$ cat src/rtl/riscv_pkg.sv
// riscv_pkg
//   Shared definitions for the front end of the pipeline: canonical NOP and
//   EBREAK encodings, the fetch-state enum, and an alignment helper. Decode
//   imports the same package so both stages agree on the NOP used for flushes.
package riscv_pkg;

  localparam logic [31:0] NOP_INSTR    = 32'h0000_0013;  // addi x0, x0, 0
  localparam logic [31:0] EBREAK_INSTR = 32'h0010_0073;

  typedef enum logic [1:0] {
    FETCH_BOOT = 2'd0,
    FETCH_RUN  = 2'd1,
    FETCH_HALT = 2'd2
  } fetch_state_t;

  function automatic logic is_word_aligned(input logic [31:0] addr);
    return (addr[1:0] == 2'b00);
  endfunction

endpackage

$ cat src/rtl/instruction_fetch_if.sv
// instruction_fetch_if
//   Bundles the fetch stage's memory, control and IF/ID signals.
//   master : the fetch unit (drives pc, IF/ID fields and status)
//   slave  : the surrounding core / memory (drives instruction, stall,
//            redirect request)
interface instruction_fetch_if;

  logic [31:0] pc;
  logic [31:0] instruction;
  logic        stall;
  logic        redirect_valid;
  logic [31:0] redirect_pc;
  logic        if_id_valid;
  logic [31:0] if_id_pc;
  logic [31:0] if_id_instr;
  logic        halted;
  logic        fault;
  logic [31:0] fetch_count;

  modport master (
    input  instruction, stall, redirect_valid, redirect_pc,
    output pc, if_id_valid, if_id_pc, if_id_instr, halted, fault, fetch_count
  );

  modport slave (
    output instruction, stall, redirect_valid, redirect_pc,
    input  pc, if_id_valid, if_id_pc, if_id_instr, halted, fault, fetch_count
  );

endinterface

$ cat src/rtl/if_id_reg.sv
// if_id_reg
//   IF/ID pipeline register.
//   clk, rst        : clock, async active-high reset
//   load            : capture pc_in/instr_in and mark valid
//   flush           : replace contents with an invalid NOP at pc 0 (wins over load)
//   pc_in, instr_in : fetched address and instruction word
//   valid, pc, instr: registered outputs
module if_id_reg
  import riscv_pkg::*;
(
  input  logic        clk,
  input  logic        rst,
  input  logic        load,
  input  logic        flush,
  input  logic [31:0] pc_in,
  input  logic [31:0] instr_in,
  output logic        valid,
  output logic [31:0] pc,
  output logic [31:0] instr
);

  always_ff @(posedge clk or posedge rst) begin
    if (rst) begin
      valid <= 1'b0;
      pc    <= 32'h0;
      instr <= NOP_INSTR;
    end else if (flush) begin
      valid <= 1'b0;
      pc    <= 32'h0;
      instr <= NOP_INSTR;
    end else if (load) begin
      valid <= 1'b1;
      pc    <= pc_in;
      instr <= instr_in;
    end
  end

endmodule

$ cat src/rtl/instruction_fetch.sv
// instruction_fetch
//   Fetch stage: owns the PC, feeds the IF/ID register, and sequences
//   BOOT -> RUN -> HALT around EBREAK and misaligned redirects.
//   clk   : rising-edge clock
//   reset : asynchronous, active-high
//   bus   : instruction_fetch_if.master (pc out, instruction in, stall and
//           redirect in, IF/ID fields, halted, fault, fetch_count out)
//
//   state | meaning
//   BOOT  | first cycle after reset release, nothing captured
//   RUN   | fetching sequentially, one word per unstalled edge
//   HALT  | stopped after EBREAK or misaligned redirect; waits for a redirect
module instruction_fetch
  import riscv_pkg::*;
#(
  parameter logic [31:0] RESET_PC = 32'h0000_0000
) (
  input  logic                clk,
  input  logic                reset,
  instruction_fetch_if.master bus
);

  fetch_state_t state_q, state_d;
  logic [31:0]  pc_q, pc_d;
  logic         fault_q, fault_d;
  logic [31:0]  count_q;
  logic         load, flush;

  always_ff @(posedge clk or posedge reset) begin
    if (reset) begin
      state_q <= FETCH_BOOT;
      pc_q    <= RESET_PC;
      fault_q <= 1'b0;
      count_q <= 32'h0;
    end else begin
      state_q <= state_d;
      pc_q    <= pc_d;
      fault_q <= fault_d;
      if (load) count_q <= count_q + 32'd1;
    end
  end

  always_comb begin
    state_d = state_q;
    pc_d    = pc_q;
    fault_d = fault_q;
    load    = 1'b0;
    flush   = 1'b0;
    if (bus.redirect_valid) begin
      // Redirect beats stall and EBREAK; a misaligned target is still
      // loaded (low bits dropped) so the offending address is visible.
      flush = 1'b1;
      pc_d  = {bus.redirect_pc[31:2], 2'b00};
      if (is_word_aligned(bus.redirect_pc)) begin
        state_d = FETCH_RUN;
      end else begin
        fault_d = 1'b1;
        state_d = FETCH_HALT;
      end
    end else begin
      case (state_q)
        // BOOT is a fixed one-cycle window, independent of stall.
        FETCH_BOOT: state_d = FETCH_RUN;
        FETCH_RUN: begin
          if (!bus.stall) begin
            load = 1'b1;
            if (bus.instruction == EBREAK_INSTR) begin
              state_d = FETCH_HALT;
            end else begin
              pc_d = pc_q + 32'd4;
            end
          end
        end
        FETCH_HALT: begin
          if (!bus.stall) flush = 1'b1;
        end
        default: state_d = FETCH_BOOT;
      endcase
    end
  end

  if_id_reg u_if_id_reg (
    .clk      (clk),
    .rst      (reset),
    .load     (load),
    .flush    (flush),
    .pc_in    (pc_q),
    .instr_in (bus.instruction),
    .valid    (bus.if_id_valid),
    .pc       (bus.if_id_pc),
    .instr    (bus.if_id_instr)
  );

  assign bus.pc          = pc_q;
  assign bus.halted      = (state_q == FETCH_HALT);
  assign bus.fault       = fault_q;
  assign bus.fetch_count = count_q;

endmodule
$ cat src/flat_wrapper.sv
// flat-port wrapper written by rule: the top's interface ports become plain ports
module instruction_fetch_flat import riscv_pkg::*;
#(
  parameter logic [31:0] RESET_PC = 32'h0000_0000
)
  (clk, reset, bus_instruction, bus_stall, bus_redirect_valid, bus_redirect_pc, bus_pc, bus_if_id_valid, bus_if_id_pc, bus_if_id_instr, bus_halted, bus_fault, bus_fetch_count);
  instruction_fetch_if bus_i ();
  input  logic clk;
  input  logic reset;
  input wire logic [$bits(bus_i.instruction)-1:0] bus_instruction;
  input wire logic [$bits(bus_i.stall)-1:0] bus_stall;
  input wire logic [$bits(bus_i.redirect_valid)-1:0] bus_redirect_valid;
  input wire logic [$bits(bus_i.redirect_pc)-1:0] bus_redirect_pc;
  output wire logic [$bits(bus_i.pc)-1:0] bus_pc;
  output wire logic [$bits(bus_i.if_id_valid)-1:0] bus_if_id_valid;
  output wire logic [$bits(bus_i.if_id_pc)-1:0] bus_if_id_pc;
  output wire logic [$bits(bus_i.if_id_instr)-1:0] bus_if_id_instr;
  output wire logic [$bits(bus_i.halted)-1:0] bus_halted;
  output wire logic [$bits(bus_i.fault)-1:0] bus_fault;
  output wire logic [$bits(bus_i.fetch_count)-1:0] bus_fetch_count;
  assign bus_i.instruction = bus_instruction;
  assign bus_i.stall = bus_stall;
  assign bus_i.redirect_valid = bus_redirect_valid;
  assign bus_i.redirect_pc = bus_redirect_pc;
  assign bus_pc = bus_i.pc;
  assign bus_if_id_valid = bus_i.if_id_valid;
  assign bus_if_id_pc = bus_i.if_id_pc;
  assign bus_if_id_instr = bus_i.if_id_instr;
  assign bus_halted = bus_i.halted;
  assign bus_fault = bus_i.fault;
  assign bus_fetch_count = bus_i.fetch_count;
  instruction_fetch #(.RESET_PC(RESET_PC)) u_core (.clk(clk), .reset(reset), .bus(bus_i));
endmodule
$ cat config.mk
export PLATFORM = sky130hd
export DESIGN_NAME = instruction_fetch_flat
export DESIGN_NICKNAME = d
export VERILOG_FILES = /design/src/rtl/riscv_pkg.sv /design/src/rtl/instruction_fetch_if.sv /design/src/rtl/if_id_reg.sv /design/src/rtl/instruction_fetch.sv /design/src/flat_wrapper.sv
export SDC_FILE = /design/constraint.sdc
export NUM_CORES = 1
export LEC_CHECK = 0
export BUFFER_PORTS_ARGS = -buffer_cell sky130_fd_sc_hd__buf_2
export CAP_MARGIN = 30
export CORE_MARGIN = 4
export CORE_UTILIZATION = 40
export DETAILED_ROUTE_END_ITERATION = 16
export GPL_TIMING_DRIVEN = 0
export PLACE_DENSITY = 0.65
export SETUP_SLACK_MARGIN = 0.15
export SLEW_MARGIN = 20
export SYNTH_ARGS = -nofsm -noshare
export SYNTH_HDL_FRONTEND = slang
export SYNTH_SLANG_ARGS = --single-unit
export TNS_END_PERCENT = 50
$ cat constraint.sdc
create_clock -name clk -period 9.4 [get_ports clk]
set_input_delay 0.94 -clock clk [delete_from_list [all_inputs] [get_ports clk]]
set_output_delay 0.94 -clock clk [all_outputs]
set_load 0.05 [all_outputs]
==> reports/qor.tcl <==
set qor(vdd_ir_drop_max_mv) 0.123
set qor(startpoint_type) {input port}
set qor(asyncSetResetFlopFracSynth_pct) 100
set qor(synth.distinct_cells) 60
set qor(die_area_sq_mm) 0.0166
set qor(number_of_drc_markers_after_the_initial_detailed_route_iteration) 366
set qor(crit_path_max_fanout) 10
set qor(max-clock-path-buffers) 2
set qor(starting_utilization_of_the_core_area_pct) 41.4
set qor(multiInputGateArea_sq_mm) 0.00245
set qor(detailedPlace.worstSlack_ns) 6.18
set qor(globalplace.congestion) 0.917
set qor(fp.dieH_um) 129
set qor(max_clock_freq_mhz) 361
set qor(p_int_w) 0.00106
set qor(cells_after_synth) 517
set qor(finalClockSkew_ns) 0.00818
set qor(clock-sinks) 129
set qor(die_width_um) 129
set qor(syn-mean-instance-area_sq_um) 11.3
set qor(synth-main-ff-cell) {sky130_fd_sc_hd__dfrtp_1}
set qor(unrepaired_setup_endpoints_after_global_routing) {false}
set qor(final_hold_viol_count) 0
set qor(fillerInstances) 1235
set qor(hold_path_cells) 1
set qor(crit_required_ns) 9.72
set qor(synth_area_sq_mm) 0.00583
set qor(timing.critical_path.to_type) {flip-flop}
set qor(num_io_pins) 199
set qor(detailedPlacementHpwl_um) 12800
set qor(timing.max_cap.violations) 0
set qor(cts_hold_buffers) 0
set qor(grt_start_max_net_pins) 69
set qor(tritoncts) {yes}
set qor(post_route_drc_violation_count) 0
set qor(final_period_minus_worst_setup_slack_ns) 2.77
set qor(final-seq-area_sq_mm) 0.00323
set qor(root_buffer) {sky130_fd_sc_hd__clkbuf_16}
set qor(maxSlewHeadroom_pct) 36.4
set qor(layout-drive-gt1-share_pct) 34.3
set qor(grt_antenna_before_repair) 2
set qor(grt_overflow) 0
set qor(cts_h_tree_depth) 4
set qor(cts-buffers-inserted) 17
set qor(cellPowerDensity_mw_per_mm2) 201
set qor(slew_viol_final) 0
set qor(via_count_of_the_first_global_routing_pass) 5001
set qor(clkTransAtPathRegs_ns) 0.05
set qor(detailedRoute.firstPassIterationCount) 5
set qor(fin_nets) 804
set qor(hold_path_class) {flip-flop to flip-flop}
set qor(worst_slack_ns) 6.63
set qor(finish.utilization_pct) 54.3
set qor(antenna-diode-count) 0
set qor(postRouteWirelength_um) 17100
set qor(place.port_buffers) 196
set qor(run_status) {finished, final reports clean}
set qor(post_drt_wl_per_cell_um) 18.5
set qor(core_area_sq_mm) 0.0141
set qor(grt_util_all_layers_pct) 20.8
set qor(p_switching_w) 0.000481
set qor(synth_enable_flop_cells) 0
set qor(path_class) {input port to flip-flop}
set qor(combinationalPowerShare_pct) 17.5
set qor(period_share_pct) 29.5
set qor(final-setup-viol-count) 0
set qor(cts_resized) 0
set qor(via_count) 5116
set qor(design_power_total_w) 0.00154
set qor(grt_pass1_wl_um) 26900
set qor(fin_setup_tns_ns) 0
set qor(std_cell_rows) 43
set qor(power.share.sequential_pct) 41.1
set qor(timing.reg2reg.worst_path_depth) 6
set qor(worstSkewPairLatency_ns) 0.41
set qor(power.leakage_nw) 3.81
set qor(synth.yosys.seq_area_share_pct) 55.4
set qor(syn2layout_area_growth_pct) 31.1
set qor(worst_pin_slew_ns) 0.946
set qor(cp.arrival_ns) 3.09
set qor(postRouteAntennaNets) 0
set qor(clockPowerShare_pct) 41.4
set qor(ys_ff_latch) 129
set qor(most-common-layout-cells) {sky130_fd_sc_hd__buf_2 (199), sky130_fd_sc_hd__dfrtp_1 (126), sky130_fd_sc_hd__a22o_1 (58), sky130_fd_sc_hd__nand2_1 (45)}
set qor(switching_share_pct) 31.2
set qor(route.detailed.vias_per_inst) 5.52
set qor(layout.cells.most_common) {sky130_fd_sc_hd__buf_2}
set qor(cts_setup_buffers) 0
set qor(yosysWarningCount) 0
[power by group through the flow]
stage	registers (W)	logic (W)	clock network [W]
6_report	0.000633	0.000270	0.000637
5_1_grt	0.000639	0.000287	0.000675
4_1_cts	0.000633	0.000272	0.000648
3_5_place_dp	0.000642	0.000271	0
3_3_place_gp	0.000641	0.000267	0
2_1_floorplan	0.000744	0.0000791	0
[path summary, 6_finish.rpt]
check / start / end / slack, ns
max: bus_instruction[14] / u_core.bus.pc[20]$_DFFE_PP0P_ / 6.63
min: u_core.bus.fault$_DFFE_PP0P_ / u_core.bus.fault$_DFFE_PP0P_ / 0.46
max reg2reg: u_core.bus.pc[2]$_DFFE_PP0P_ / u_core.bus.pc[24]$_DFFE_PP0P_ / 7.21
min reg2reg: u_core.bus.fault$_DFFE_PP0P_ / u_core.bus.fault$_DFFE_PP0P_ / 0.46
max in group asynchronous: reset / u_core.u_if_id_reg.pc[30]$_DFFE_PP0P_ / 8.06
min in group asynchronous: reset / u_core.bus.fetch_count[21]$_DFFE_PP0P_ / 0.60
[worst max-delay path: stages]
cell,delay (ns)
sky130_fd_sc_hd__buf_2,0.12
sky130_fd_sc_hd__nor4_1,0.37
sky130_fd_sc_hd__nand4_1,0.42
sky130_fd_sc_hd__o21ai_2,0.63
sky130_fd_sc_hd__buf_2,0.34
sky130_fd_sc_hd__o211ai_1,0.13
sky130_fd_sc_hd__o211ai_1,0.14
[layout make-up]
type | instances | area share, %
plain buffers | 30 | 1.69
clock buffers | 21 | 6.02
clock inverters | 11 | 1.47
inverters | 7 | 0.409
multi-input cells | 352 | 32.0
flip-flops and latches | 129 | 42.3
well taps | 180 | 2.95
repair buffers | 197 | 13.2
[kinds of logic after synthesis]
group	Yosys count	share of synthesized area [%]
simple gates	173	17.5
compound gates	129	17.0
other cells	1	0.0643
xor+xnor	45	6.76
mux	1	0.172
fa+ha+maj	2	0.429
buf+inv	37	2.66
flops	129	55.4
[per-layer routing]
layer | global-route usage (%) | vias to the layer above | wire, um
li1 | - | 2361 | -
met1 | 28.4 | 2510 | 7530
met2 | 31.5 | 212 | 7830
met3 | 5.85 | 29 | 1420
met4 | 7.91 | 4 | 331
met5 | 0 | - | 14
[flip-flops by register name, indices dropped and copies added (netlist names)]
name,cells
u_core.bus.fault,1
u_core.state_q,2
u_core.u_if_id_reg.valid,1
u_core.bus.pc,30
u_core.bus.fetch_count,32
u_core.u_if_id_reg.instr,32
u_core.u_if_id_reg.pc,31
[through the flow]
step	cell area [sq um]	hold WS, ns	instances
final	7650	0.464	927
after CTS	7650	0.472	927
after floorplan	5840	0.602	518
after global routing	7650	0.481	927
after global placement	7040	0.451	894
after detailed placement	7070	0.458	895
[cells in the mapped netlist (2+ instances only)]
cell type	count	area, sq um
sky130_fd_sc_hd__o31ai_1	2	15.0
sky130_fd_sc_hd__a21o_1	2	15.0
sky130_fd_sc_hd__o211ai_1	19	143
sky130_fd_sc_hd__and4_1	5	43.8
sky130_fd_sc_hd__nor4_4	2	42.5
sky130_fd_sc_hd__or3_1	6	37.5
sky130_fd_sc_hd__ha_1	2	25.0
sky130_fd_sc_hd__o21a_1	2	15.0
sky130_fd_sc_hd__o22a_1	3	26.3
sky130_fd_sc_hd__nand4_2	3	37.5
sky130_fd_sc_hd__buf_2	3	15.0
sky130_fd_sc_hd__dfstp_2	3	78.8
sky130_fd_sc_hd__nand3_1	26	130
sky130_fd_sc_hd__dfrtp_1	126	3150
sky130_fd_sc_hd__xor2_1	19	166
sky130_fd_sc_hd__clkbuf_1	20	75.1
sky130_fd_sc_hd__nor3_4	2	32.5
sky130_fd_sc_hd__nand2b_1	2	12.5
sky130_fd_sc_hd__inv_1	7	26.3
sky130_fd_sc_hd__o311ai_0	2	17.5
sky130_fd_sc_hd__and2_1	2	12.5
sky130_fd_sc_hd__and3_1	9	56.3
sky130_fd_sc_hd__buf_4	3	22.5
sky130_fd_sc_hd__or2_2	2	12.5
sky130_fd_sc_hd__o21ai_0	23	115
sky130_fd_sc_hd__o311ai_1	2	17.5
sky130_fd_sc_hd__a22o_1	58	508
sky130_fd_sc_hd__a21oi_1	4	20.0
sky130_fd_sc_hd__xnor2_1	26	228
sky130_fd_sc_hd__nand4_1	22	138
sky130_fd_sc_hd__nor4_1	6	37.5
sky130_fd_sc_hd__nand2_1	45	169
sky130_fd_sc_hd__a31oi_1	3	18.8
sky130_fd_sc_hd__o2111ai_1	3	26.3
sky130_fd_sc_hd__nor3_1	3	15.0
sky130_fd_sc_hd__buf_1	3	11.3
sky130_fd_sc_hd__nor2_1	24	90.1
Note: power is estimated with default switching activity, not from simulation.
